--- src/rtl/yangmips_bus_pkg.sv ---
`default_nettype none
// ============================================================================
// Module   : yangmips_bus_pkg
// Purpose  : Shared definitions for the yangmips bus arbiter: FSM state
//            encoding, default bus widths and the all-bytes-enabled mask.
// Revision : 1.0 - initial release
// ============================================================================
package yangmips_bus_pkg;

  localparam int DEF_AW = 32;
  localparam int DEF_DW = 32;

  // Byte-enable mask for a full-word access at the default data width.
  localparam logic [DEF_DW/8-1:0] SEL_ALL = '1;

  typedef enum logic [1:0] {
    IDLE   = 2'd0,
    BUSY_I = 2'd1,
    BUSY_D = 2'd2
  } arb_state_e;

endpackage : yangmips_bus_pkg
`default_nettype wire

--- src/rtl/yangmips_bus_watchdog.sv ---
`default_nettype none
// ============================================================================
// Module   : yangmips_bus_watchdog
// Purpose  : Busy-cycle counter used to abort a stuck slave transaction.
//            Counts ticks since the last clear and flags expiry once the
//            count equals TIMEOUT_CYCLES. Saturates at that value.
// Ports    : clk, rst     - clock, synchronous active-high reset
//            i_clear      - restart the count from zero
//            i_tick       - one busy cycle without slave completion
//            o_expire     - count has reached TIMEOUT_CYCLES
// Revision : 1.0 - initial release
// ============================================================================
module yangmips_bus_watchdog #(
  parameter int TIMEOUT_CYCLES = 255
) (
  input  logic clk,
  input  logic rst,
  input  logic i_clear,
  input  logic i_tick,
  output logic o_expire
);

  localparam int CW = $clog2(TIMEOUT_CYCLES + 1);
  localparam logic [CW-1:0] c_limit = CW'(TIMEOUT_CYCLES);

  logic [CW-1:0] r_count;

  always_ff @(posedge clk) begin
    if (rst || i_clear) begin
      r_count <= '0;
    end else if (i_tick && (r_count != c_limit)) begin
      r_count <= r_count + CW'(1);
    end
  end

  assign o_expire = (r_count == c_limit);

endmodule : yangmips_bus_watchdog
`default_nettype wire

--- src/rtl/yangmips_bus_arbiter.sv ---
`default_nettype none
// ============================================================================
// Module   : yangmips_bus_arbiter
// Purpose  : Shares one memory/bus slave port between the instruction-fetch
//            (I) and data-access (D) requesters of the CPU core, one
//            transaction at a time. Data has priority, except that a pending
//            fetch wins once right after a data transaction.
// Ports    : clk, rst                  - clock, synchronous active-high reset
//            i_req/i_addr              - fetch request and address
//            i_rdata/i_ack             - fetch data and completion pulse
//            d_req/d_we/d_sel/d_addr/d_wdata - data request fields
//            d_rdata/d_ack             - data read data and completion pulse
//            m_req/m_we/m_sel/m_addr/m_wdata - registered slave request
//            m_rdata/m_ack             - slave read data and completion
//            stall_o                   - a requester is still waiting
//            err_o                     - transaction aborted by timeout
// Config   : ARB_TIMEOUT_EN - when defined, a transaction busy for
//            TIMEOUT_CYCLES cycles without m_ack is completed with zero
//            data and err_o pulses. Otherwise BUSY waits indefinitely.
// Revision : 1.0 - initial release
// ============================================================================
module yangmips_bus_arbiter
  import yangmips_bus_pkg::*;
#(
  parameter int AW             = DEF_AW,
  parameter int DW             = DEF_DW,
  parameter int TIMEOUT_CYCLES = 255
) (
  input  logic            clk,
  input  logic            rst,
  input  logic            i_req,
  input  logic [AW-1:0]   i_addr,
  output logic [DW-1:0]   i_rdata,
  output logic            i_ack,
  input  logic            d_req,
  input  logic            d_we,
  input  logic [DW/8-1:0] d_sel,
  input  logic [AW-1:0]   d_addr,
  input  logic [DW-1:0]   d_wdata,
  output logic [DW-1:0]   d_rdata,
  output logic            d_ack,
  output logic            m_req,
  output logic            m_we,
  output logic [DW/8-1:0] m_sel,
  output logic [AW-1:0]   m_addr,
  output logic [DW-1:0]   m_wdata,
  input  logic [DW-1:0]   m_rdata,
  input  logic            m_ack,
  output logic            stall_o,
  output logic            err_o
);

  arb_state_e      r_state;
  logic            r_last_d;
  logic            r_m_req;
  logic            r_m_we;
  logic [DW/8-1:0] r_m_sel;
  logic [AW-1:0]   r_m_addr;
  logic [DW-1:0]   r_m_wdata;

  logic w_busy;
  logic w_grant_d;
  logic w_grant_i;
  logic w_expire;
  logic w_done;

  assign w_busy = (r_state == BUSY_I) || (r_state == BUSY_D);

  // Data wins unless the previous grant was data and a fetch is waiting;
  // this yields strict D/I alternation under contention.
  assign w_grant_d = (r_state == IDLE) && d_req && !(r_last_d && i_req);
  assign w_grant_i = (r_state == IDLE) && !w_grant_d && i_req;

`ifdef ARB_TIMEOUT_EN
  logic w_wd_expire;

  yangmips_bus_watchdog #(
    .TIMEOUT_CYCLES(TIMEOUT_CYCLES)
  ) u_watchdog (
    .clk      (clk),
    .rst      (rst),
    .i_clear  (w_grant_d | w_grant_i),
    .i_tick   (w_busy & ~m_ack),
    .o_expire (w_wd_expire)
  );

  // A slave completion in the expiry cycle takes precedence over the abort.
  assign w_expire = w_busy & ~m_ack & w_wd_expire;
`else
  assign w_expire = 1'b0;
`endif

  assign w_done = w_busy & (m_ack | w_expire);

  always_ff @(posedge clk) begin
    if (rst) begin
      r_state   <= IDLE;
      r_last_d  <= 1'b0;
      r_m_req   <= 1'b0;
      r_m_we    <= 1'b0;
      r_m_sel   <= '0;
      r_m_addr  <= '0;
      r_m_wdata <= '0;
    end else begin
      case (r_state)
        IDLE: begin
          if (w_grant_d) begin
            r_state   <= BUSY_D;
            r_last_d  <= 1'b1;
            r_m_req   <= 1'b1;
            r_m_we    <= d_we;
            r_m_sel   <= d_sel;
            r_m_addr  <= d_addr;
            r_m_wdata <= d_wdata;
          end else if (w_grant_i) begin
            r_state   <= BUSY_I;
            r_last_d  <= 1'b0;
            r_m_req   <= 1'b1;
            r_m_we    <= 1'b0;
            r_m_sel   <= {(DW/8){1'b1}};
            r_m_addr  <= i_addr;
            r_m_wdata <= '0;
          end
        end
        BUSY_I, BUSY_D: begin
          // Always return through IDLE so every transaction is followed by
          // at least one arbitration cycle.
          if (w_done) begin
            r_state <= IDLE;
            r_m_req <= 1'b0;
          end
        end
        default: begin
          r_state <= IDLE;
          r_m_req <= 1'b0;
        end
      endcase
    end
  end

  assign m_req   = r_m_req;
  assign m_we    = r_m_we;
  assign m_sel   = r_m_sel;
  assign m_addr  = r_m_addr;
  assign m_wdata = r_m_wdata;

  assign i_ack   = (r_state == BUSY_I) && w_done;
  assign d_ack   = (r_state == BUSY_D) && w_done;

  // Read data is forwarded only on a genuine slave completion, so an
  // aborted transaction returns zero.
  assign i_rdata = ((r_state == BUSY_I) && m_ack) ? m_rdata : '0;
  assign d_rdata = ((r_state == BUSY_D) && m_ack) ? m_rdata : '0;

  assign stall_o = (i_req & ~i_ack) | (d_req & ~d_ack);
  assign err_o   = w_expire;

endmodule : yangmips_bus_arbiter
`default_nettype wire
--- config.mk ---
export PLATFORM = sky130hd
export DESIGN_NAME = yangmips_bus_arbiter
export DESIGN_NICKNAME = d
export VERILOG_FILES = /design/src/rtl/yangmips_bus_pkg.sv /design/src/rtl/yangmips_bus_watchdog.sv /design/src/rtl/yangmips_bus_arbiter.sv
export SDC_FILE = /design/constraint.sdc
export NUM_CORES = 1
export LEC_CHECK = 0
export CAP_MARGIN = 20
export CORE_MARGIN = 4
export CORE_UTILIZATION = 31
export CTS_BUF_LIST = sky130_fd_sc_hd__clkbuf_16
export DETAILED_ROUTE_END_ITERATION = 8
export MAX_ROUTING_LAYER = met4
export PLACE_DENSITY_LB_ADDON = 0.15
export SYNTH_ARGS = -nofsm -noshare
export SYNTH_HDL_FRONTEND = slang
export SYNTH_SLANG_ARGS = --single-unit
--- constraint.sdc ---
create_clock -name clk -period 1.9 [get_ports clk]
set_clock_uncertainty 0.2 [all_clocks]
set_input_delay 0.285 -clock clk [delete_from_list [all_inputs] [get_ports clk]]
set_output_delay 0.285 -clock clk [all_outputs]
set_load 0.02 [all_outputs]
* Yosys cells after proc, flatten, opt, wreduce, memory -nomap -nowiden
Index checks and enable logic that the tools add are counted.
Cells by class: $mul 0, bitwise gates (word level) 6, magnitude comparators 0, shift-type cells 0, reduce and logical (&&, ||, !) cells 17, divide/modulo/power cells 0, equality and inequality tests 4, multiplexer cells 19, add/sub/neg operators 0
Operators with widths (count):
- $mux 32 | 6
- $logic_and 1x1->1 | 9
- $mux 4 | 2
- $mux 1 | 6
- $mux 2 | 3
- $pmux 2 s2 | 1
- $reduce_and 2->1 | 2
- $and 1x1->1 | 3
- $ne 3x3->1 const B | 1
- $eq 2x1->1 const B | 1
- $eq 2x2->1 const B | 1
- $logic_not 1->1 | 2
- $logic_not 2->1 | 1
- $ne 2x2->1 const B | 1
- $not 1->1 | 2
- $pmux 1 s2 | 1
- $reduce_bool 2->1 | 1
- $reduce_or 2->1 | 1
- $logic_or 1x1->1 | 1
- $or 1x1->1 | 1
Word-level totals: memory bits (read-only) 0, bits in latches 0, memories 0, register bits 73, word-level logic and storage cells 53, memory bits (writable) 0

* Logic depth before layout (Yosys ltp)
Gate-level depths: netlist (run 1).
word-level depth 9, depth in mapped cells 8, depth with buffers taken out 5

* Worst setup path after synthesis (run 1)
OpenSTA, ideal clock, no wires.
kind register to register, from register r_state[0], to register r_m_addr[26] (netlist: m_addr[26]), required time 1.588 ns, path slack 0.002 ns, cell stages (with the launch flop) 9, arrival time 1.586 ns, setup time 0.112 ns, clock period less this slack 1.898 ns, cell sequence dfxtp_1 inv_1 ha_1 and2_4 buf_6 and2_4 buf_6 buf_6 a2111oi_1
Between the ends: word-level cells in the longest chain between the ends 8, elaborated cells on any way between the ends 9
Ends and longest elaborated chain:
- from (decl) | line yangmips_bus_arbiter.sv:53 | arb_state_e r_state;
- from (signal assigned) | line yangmips_bus_arbiter.sv:97 | r_state <= IDLE;
- from (signal assigned) | line yangmips_bus_arbiter.sv:108 | r_state <= BUSY_D;
- from (signal assigned) | line yangmips_bus_arbiter.sv:116 | r_state <= BUSY_I;
- $logic_not 2->1 (*) | line yangmips_bus_arbiter.sv:71, yangmips_bus_arbiter.sv:72, yangmips_bus_arbiter.sv:105
- $logic_and 1x1->1 (2 in series) | line yangmips_bus_arbiter.sv:71 | assign w_grant_d = (r_state == IDLE) && d_req && !(r_last_d && i_req);
- $logic_not 1->1 | line yangmips_bus_arbiter.sv:72 | assign w_grant_i = (r_state == IDLE) && !w_grant_d && i_req;
- $logic_and 1x1->1 (2 in series) | line yangmips_bus_arbiter.sv:72
- $reduce_bool 2->1 (no line)
- $reduce_and 2->1 (no line)
- to (signal assigned) | line yangmips_bus_arbiter.sv:113 | r_m_addr <= d_addr;
- to (signal assigned) | line yangmips_bus_arbiter.sv:121 | r_m_addr <= i_addr;
- to (decl) | line yangmips_bus_arbiter.sv:58 | logic [AW-1:0] r_m_addr;
Every way passes the cells marked *; elsewhere a longest branch is shown, timed or not. A chain may end at the register's enable or synchronous reset.

* Final worst setup path (run 1)
from register r_state[1], to output port i_rdata[16]
Between the ends: word-level cells in the longest chain between the ends 3
Ends and longest elaborated chain:
- $eq 2x1->1 | line yangmips_bus_arbiter.sv:152 | assign i_rdata = ((r_state == BUSY_I) && m_ack) ? m_rdata : '0;
- $logic_and 1x1->1 | line yangmips_bus_arbiter.sv:152
- $mux 32 | line yangmips_bus_arbiter.sv:152
- to (decl) | line yangmips_bus_arbiter.sv:33 | output logic [DW-1:0] i_rdata,
No other way between the ends.

==> summary.md, run 1 <==
| Metric | Value |
|---|---|
| Outcome | `complete, no violations` |
| CP arrival | `1400 ps` |
| P&R area growth vs syn | `94.7%` |
| Leakage | `3.02 nW` |
| Die W | `116 um` |
| Slowest cell on the critical path | `dfxtp_2` |
| First-pass GRT wire length | `22,300 um` |
| Die area | `13,500 sq um` |
| Post-Syn Area | `3620 sq um` |
| TritonCTS Sinks | `73` |
| Power Density | `933 nW/um^2` |
| Asr flop ratio synth | `0%` |
| Post-synth EDFFs | `0` |
| Max FO, Critical Path | `8` |
| Grt total ovfl | `0` |
| Hpwl dp | `10,800 um` |
| Avg Vias per Cell | `5.27` |
| CTS buffer count | `9` |
| Register bit total from synthesis | `73` |
| Top FF cell, synth | `dfxtp_1` |
| Worst-Skew Late Latency | `320 ps` |
| Total core area | `11,400 sq um` |
| Yosys cell types | `28` |
| CTS tree | `built` |
| Clock Tree Buf Depth | `2` |
| Period utilisation layout | `99.2%` |
| Fin. max-slew vios | `0` |
| Post-Syn Area per Cell | `8.47 sq um` |
| Fin nets | `827` |
| Drt wl/cell | `18.2 um` |
| Max Clock Freq | `530 MHz` |
| Net Count, Synth | `568` |
| DP Worst Slack | `-526 ps` |
| Maximum vdd drop | `0.582 mV` |
| Worst Slack Setup Final | `14.7 ps` |
| Seq/Total Area, Yosys | `40.4%` |
| Port buffer count | `274` |
| Crit end category | `output pin` |
| CTS clk-pin slew, worst paths | `60 ps` |
| Maximum number of pins on one net before global-route repair | `38` |
| IO Count | `276` |
| Routed vias | `4,388` |
| Slew @ Worst Pin | `554 ps` |
| Routed WL | `15,200 um` |
| Startpoint types | `flop` |
| Initial antenna violation count | `0` |
| Vias in the first global route | `4,306` |
| Final hold violations | `0` |
| Initial Util | `31.7%` |
| HP Class | `primary input to flop` |
| Row count | `39` |
| Worst Path Class, Setup | `flop to output pin` |
| N_diodes | `0` |
| Total power | `0.00657 W` |
| Ordered list of cells on the worst path | `inv_2 -> ha_4 -> clkbuf_16 -> and3_1 -> buf_4` |
| Root Buffer | `clkbuf_16` |
| Gr usage total | `21.1%` |
| Initial drt markers | `402` |
| Setup Viol. Count Final | `0` |
| Maxcap violations | `0` |
| Die Y | `116 um` |
| Hold buffer count at CTS | `0` |
| Syn Inst Count | `427` |
| CP peak stage delay | `340 ps` |
| Unrepaired setup endpoints after global routing | `true` |
| Post-layout min period | `1890 ps` |
| Residual DRC | `0` |
| Reg-to-reg setup timing slack | `120 ps` |
| Number of setup buffers added after CTS | `0` |
| Fillcell total | `980` |
| Hold slack | `194 ps` |
| WP data required | `1410 ps` |
| DRT Pass-1 Iters | `4` |
| Final GP Congestion | `0.903` |
| H-tree Lvls | `3` |
| Synth warn | `0` |
| Routed Antenna Nets | `0` |
| Fraction of layout cells with a size suffix above 1 | `20.4%` |
| Fin util | `61.7%` |
| Slew HR | `62.1%` |
[cell usage after synthesis (2+ instances only)]
master | n | area share [%]
ha_1 | 3 | 1.0
a2111oi_1 | 25 | 6.9
o32ai_1 | 2 | 0.48
a2111oi_0 | 39 | 9.4
inv_1 | 42 | 4.4
nor2_1 | 71 | 7.4
and3_1 | 65 | 11
clkbuf_1 | 46 | 4.8
and2_4 | 2 | 0.48
buf_6 | 6 | 1.9
nand2b_1 | 2 | 0.35
dfxtp_1 | 73 | 40
a211oi_1 | 4 | 0.83
a32oi_1 | 33 | 8.0
[per-layer routing]
| metal | track usage [%] | wire length, um | up-vias |
|---|---|---|---|
| met1 | 26.8 | 6550 | 2088 |
| met4 | 4.41 | 168 | 0 |
| li1 | - | - | 2107 |
| met5 | - | 0 | - |
| met2 | 33.8 | 7260 | 177 |
| met3 | 5.80 | 1210 | 16 |
[cell usage in the layout, fill, tap and decap left out, drive strengths merged, types with 4 or more instances in the layout]
| cell type | count |
|---|---|
| clkdlybuf4s50 | 204 |
| dfxtp | 73 |
| clkbuf | 10 |
| a211oi | 4 |
| a2111oi | 64 |
| inv | 43 |
| and3 | 65 |
| nor2 | 71 |
| buf | 95 |
| a32oi | 33 |
[worst max-delay path, delay by kind of cell, from the launching register on]
kind / cells / cell delay, ps
adders and majority gates: 1 / 190
buffers and inverters: 3 / 370
DFF: 1 / 340
and+or+nand+nor: 1 / 170
[final cells by class]
cell class              instances  area, sq um  share of cell area, %
repair buffers                302         3050                   43.4
multi-input cells             258         1890                   26.8
flip-flops and latches         73         1470                   20.8
clock buffers                   9          225                   3.20
well taps                     143          179                   2.54
inverters                      42          160                   2.27
clock inverters                 6         68.8                  0.977
[cell families after synthesis]
family	Yosys count	share of synthesized area [%]
other cells	1	0.104
flops	73	40.4
fa+ha+maj	3	1.04
mux	1	0.277
buf+inv	96	11.3
compound gates	108	26.5
simple gates	145	20.3
[power by group]
part | switching (W) | internal [W]
clock | 0.000657 | 0.00102
sequential | 0.000146 | 0.00181
combinational | 0.00152 | 0.00142
total | 0.00232 | 0.00425
[stage by stage]
step	instances	setup TNS, ps	area, sq um
6_report	833	0	7040
5_1_grt	833	-374	7040
4_1_cts	831	-751	6640
3_5_place_dp	816	-45670	6570
3_3_place_gp	816	-42870	6570
2_1_floorplan	427	0	3620
[state kept, by name (all words and copies together), names as in the netlist]
signal,flops
m_we,1
r_state,2
r_last_d,1
m_wdata,32
m_req,1
m_sel,4
m_addr,32
[final timing paths]
path	start	endpoint	cells past startpoint
min reg2reg	m_wdata[16]	m_wdata[16]	2
max reg2reg	r_state[0]	m_addr[7]	5
max	r_state[1]	i_rdata[16]	5
min	rst	m_wdata[27]	2
[timing repair]
item,in CTS,in global routing
pin swaps,1,2
setup endpoints to repair,76,103
cloned,0,2
gates resized for setup,309,103
endpoints found under the hold margin,0,0
(Power assumes the default switching activity.)
==> run 2, diff against run 1 <==
- REMOVE_ABC_BUFFERS: not set -> 1
- SYNTH_HIERARCHICAL: not set -> 1
==> run 2 against run 1 <==
Compared with the run above:
- sequential cell count unchanged
- highest routed layer unchanged
- total power increased by 3.1%
- largest power group unchanged
- clock-buffer cell count stayed put
- combinational power grew 7.5%
- die area stayed put
- synthesized cell count is the same
- register-to-register slack better by 70 ps
- the run now ends with setup timing left
- critical path depth stayed put
==> summary.md, run 2 <==
| Metric | Value |
|---|---|
| Top FF cell, synth | `dfxtp_1 (unchanged)` |
| Die Y | `116 um (unchanged)` |
| Crit end category | `output pin (unchanged)` |
| Post-Syn Area per Cell | `8.47 sq um (unchanged)` |
| Total core area | `11,400 sq um (unchanged)` |
| Worst hold stages | `2 (unchanged)` |
| Max Clock Freq | `509 MHz (was 530 MHz)` |
| Final hold violations | `0 (unchanged)` |
| TritonCTS Sinks | `73 (unchanged)` |
| Residual DRC | `0 (unchanged)` |
| Drt wl/cell | `19.5 um (was 18.2 um)` |
| Die area | `13,500 sq um (unchanged)` |
| Hold buffer count at CTS | `0 (unchanged)` |
| Avg Vias per Cell | `5.26 (was 5.27)` |
| Grt total ovfl | `0 (unchanged)` |
| P&R area growth vs syn | `104% (was 94.7%)` |
| RR Endpoint | `m_addr[23] (was m_addr[7])` |
| Max FO, Critical Path | `9 (was 8)` |
| Most common cell after layout, fill and taps aside | `clkdlybuf4s50_1 (unchanged)` |
| Fraction of layout cells with a size suffix above 1 | `25.3% (was 20.4%)` |
| H-tree Lvls | `3 (unchanged)` |
| Clock Tree Buf Depth | `2 (unchanged)` |
| GR Util met2 | `39.7% (was 33.8%)` |
| Period utilisation layout | `103% (was 99.2%)` |
| First-pass GRT wire length | `23,800 um (was 22,300 um)` |
| Yosys cell types | `28 (unchanged)` |
| Fin nets | `836 (was 827)` |
| Post-synth top cells | `73 x dfxtp_1, 71 x nor2_1, 65 x and3_1 (unchanged)` |
| R2R depth | `6 (was 5)` |
| Reg-to-reg setup timing slack | `190 ps (was 120 ps)` |
| HP Class | `primary input to flop (unchanged)` |
| Die W | `116 um (unchanged)` |
| Maximum vdd drop | `0.496 mV (was 0.582 mV)` |
| Unrepaired setup endpoints after global routing | `true (unchanged)` |
| Area of the multi-input gates | `2040 sq um (was 1890 sq um)` |
| DRT Pass-1 Iters | `4 (unchanged)` |
| Failing checks | `setup timing` |
| RR Startpoint | `r_state[0] (unchanged)` |
| Power Density | `916 nW/um^2 (was 933 nW/um^2)` |
| Outcome | `finished with violations (was complete, no violations)` |
| Worst Path Class, Setup | `flop to output pin (unchanged)` |
| Setup Viol. Count Final | `24 (was 0)` |
| Root Buffer | `clkbuf_16 (unchanged)` |
| Met3 usage | `3.45% (was 5.80%)` |
| Asr flop ratio synth | `0% (unchanged)` |
| Reg area | `1470 sq um (about the same)` |
| Top cell type's share of synthesized area | `40.4% (unchanged)` |
| Initial drt markers | `301 (was 402)` |
| Synth warn | `6 (was 0)` |
| Finished Layout Cells | `843 (was 833)` |
| Most frequent cells in the layout | `204 x clkdlybuf4s50_1, 71 x dfxtp_1, 70 x nor2_1, 65 x buf_6, 40 x inv_1 (was 204 x clkdlybuf4s50_1, 71 x dfxtp_1, 70 x nor2_1, 57 x and3_1, 45 x buf_6)` |
| Port buffer count | `274 (unchanged)` |
| Hold endpoint | `m_we (was m_wdata[27])` |
| Register bit total from synthesis | `73 (unchanged)` |
| IO Count | `276 (unchanged)` |
| Routed Antenna Nets | `0 (unchanged)` |
| Worst Setup SP | `r_state[1] (unchanged)` |
| N_diodes | `0 (unchanged)` |
| Worst Slack Setup Final | `-65.4 ps (was 14.7 ps)` |
| Maximum number of pins on one net before global-route repair | `42 (was 38)` |
| Seq/Total Area, Yosys | `40.4% (unchanged)` |
| CTS tree | `built (unchanged)` |
| Post-synth EDFFs | `0 (unchanged)` |
| Vias in the first global route | `4,424 (was 4,306)` |
| Most instantiated library cell after synthesis | `dfxtp_1 (unchanged)` |
| Syn Inst Count | `427 (unchanged)` |
| Worst-Skew Late Latency | `320 ps (about the same)` |
| Global routing's busiest layer | `met2 (unchanged)` |
| Startpoint types | `flop (unchanged)` |
| Hold Crit Start | `rst (unchanged)` |
| Fin. max-slew vios | `0 (unchanged)` |
| Gr usage total | `23.0% (was 21.1%)` |
| Fillcell total | `919 (was 980)` |
| Post-layout min period | `1970 ps (was 1890 ps)` |
| Post-Syn Area | `3620 sq um (unchanged)` |
| CTS clk-pin slew, worst paths | `60 ps (about the same)` |
| Initial Util | `31.7% (unchanged)` |
| Maxcap violations | `0 (unchanged)` |
| CTS buffer count | `9 (unchanged)` |
| Post-synth top area cell | `dfxtp_1 (unchanged)` |
| Ranking of synthesized cells by area | `dfxtp_1 40%, and3_1 11%, a2111oi_0 9.4% (unchanged)` |
| Leakage | `3.07 nW (was 3.02 nW)` |
| WP data required | `1410 ps (about the same)` |
| Row count | `39 (unchanged)` |
| Final GP Congestion | `0.920 (was 0.903)` |
| Placed Cells | `820 (was 816)` |
| Met1 Track Usage GR | `25.7% (was 26.8%)` |
| Initial antenna violation count | `0 (unchanged)` |
| TNS Setup | `-390 ps (was 0 ps)` |
| Routed WL | `16,400 um (was 15,200 um)` |
| Routed vias | `4,436 (was 4,388)` |
| CP arrival | `1480 ps (was 1400 ps)` |
| Hpwl dp | `11,600 um (was 10,800 um)` |
[run 2: worst max path at each step]
| stage | depth (start not counted) | endpoint | slack, ps |
|---|---|---|---|
| CTS | 5 | i_ack | -200 |
| detailed placement | 4 | d_rdata[1] | -480 |
| floorplan | 3 | m_addr[10] | -390 |
| finish | 5 | i_rdata[21] | -70 |
| global placement | 4 | d_rdata[7] | -430 |
| global route | 5 | i_rdata[21] | -130 |
[run 2: cell type report]
class,count,area share (%)
timing repair buffer,310,44.0
sequential,73,19.9
clock inverter,7,0.830
inverter,42,2.20
tap,143,2.42
multi-input combinational,259,27.7
clock buffer,9,3.05
[run 2: power by group]
group	internal [W]	switching, W
clock	0.00100	0.000646
combinational	0.00156	0.00161
sequential	0.00181	0.000149
total	0.00437	0.00240
[run 2: cell families after synthesis]
kind of cell | after synthesis | synth area share (%)
buffers and inverters | 96 | 11.3
other | 1 | 0.104
adder cells (fa/ha/maj) | 3 | 1.04
AO/OA/AOI/OAI | 108 | 26.5
AND/OR/NAND/NOR | 145 | 20.3
flip-flops | 73 | 40.4
multiplexers | 1 | 0.277
[run 2: through the flow]
stage	setup WS [ps]	util [%]	total power, W	cell area (sq um)	hold WS (ps)
3_3_place_gp	-434	57.8	0.00472	6600	264
6_report	-65.4	64.7	0.00677	7390	174
5_1_grt	-131	64.7	0.00712	7390	193
2_1_floorplan	-395	-	0.00320	3360	157
4_1_cts	-204	59.9	0.00648	6830	171
3_5_place_dp	-485	57.8	0.00477	6600	279
[run 2: metal layers]
metal,up-vias,routed length (um)
met5,-,0
met4,0,610
met3,37,1050
met2,184,8490
met1,2090,6260
li1,2125,-
[run 2: repair_timing]
action,CTS,global route
gates cloned,2,3
resized for setup,264,210
setup endpoints to repair,103,130
pin swaps,0,4
buffers inserted,1,1
[run 2: critical path, cell delays in order, from the launching register on]
cell and delay (ps):
dfxtp_4 350, inv_4 70, ha_4 230, buf_8 140
and3_1 200, buf_4 160
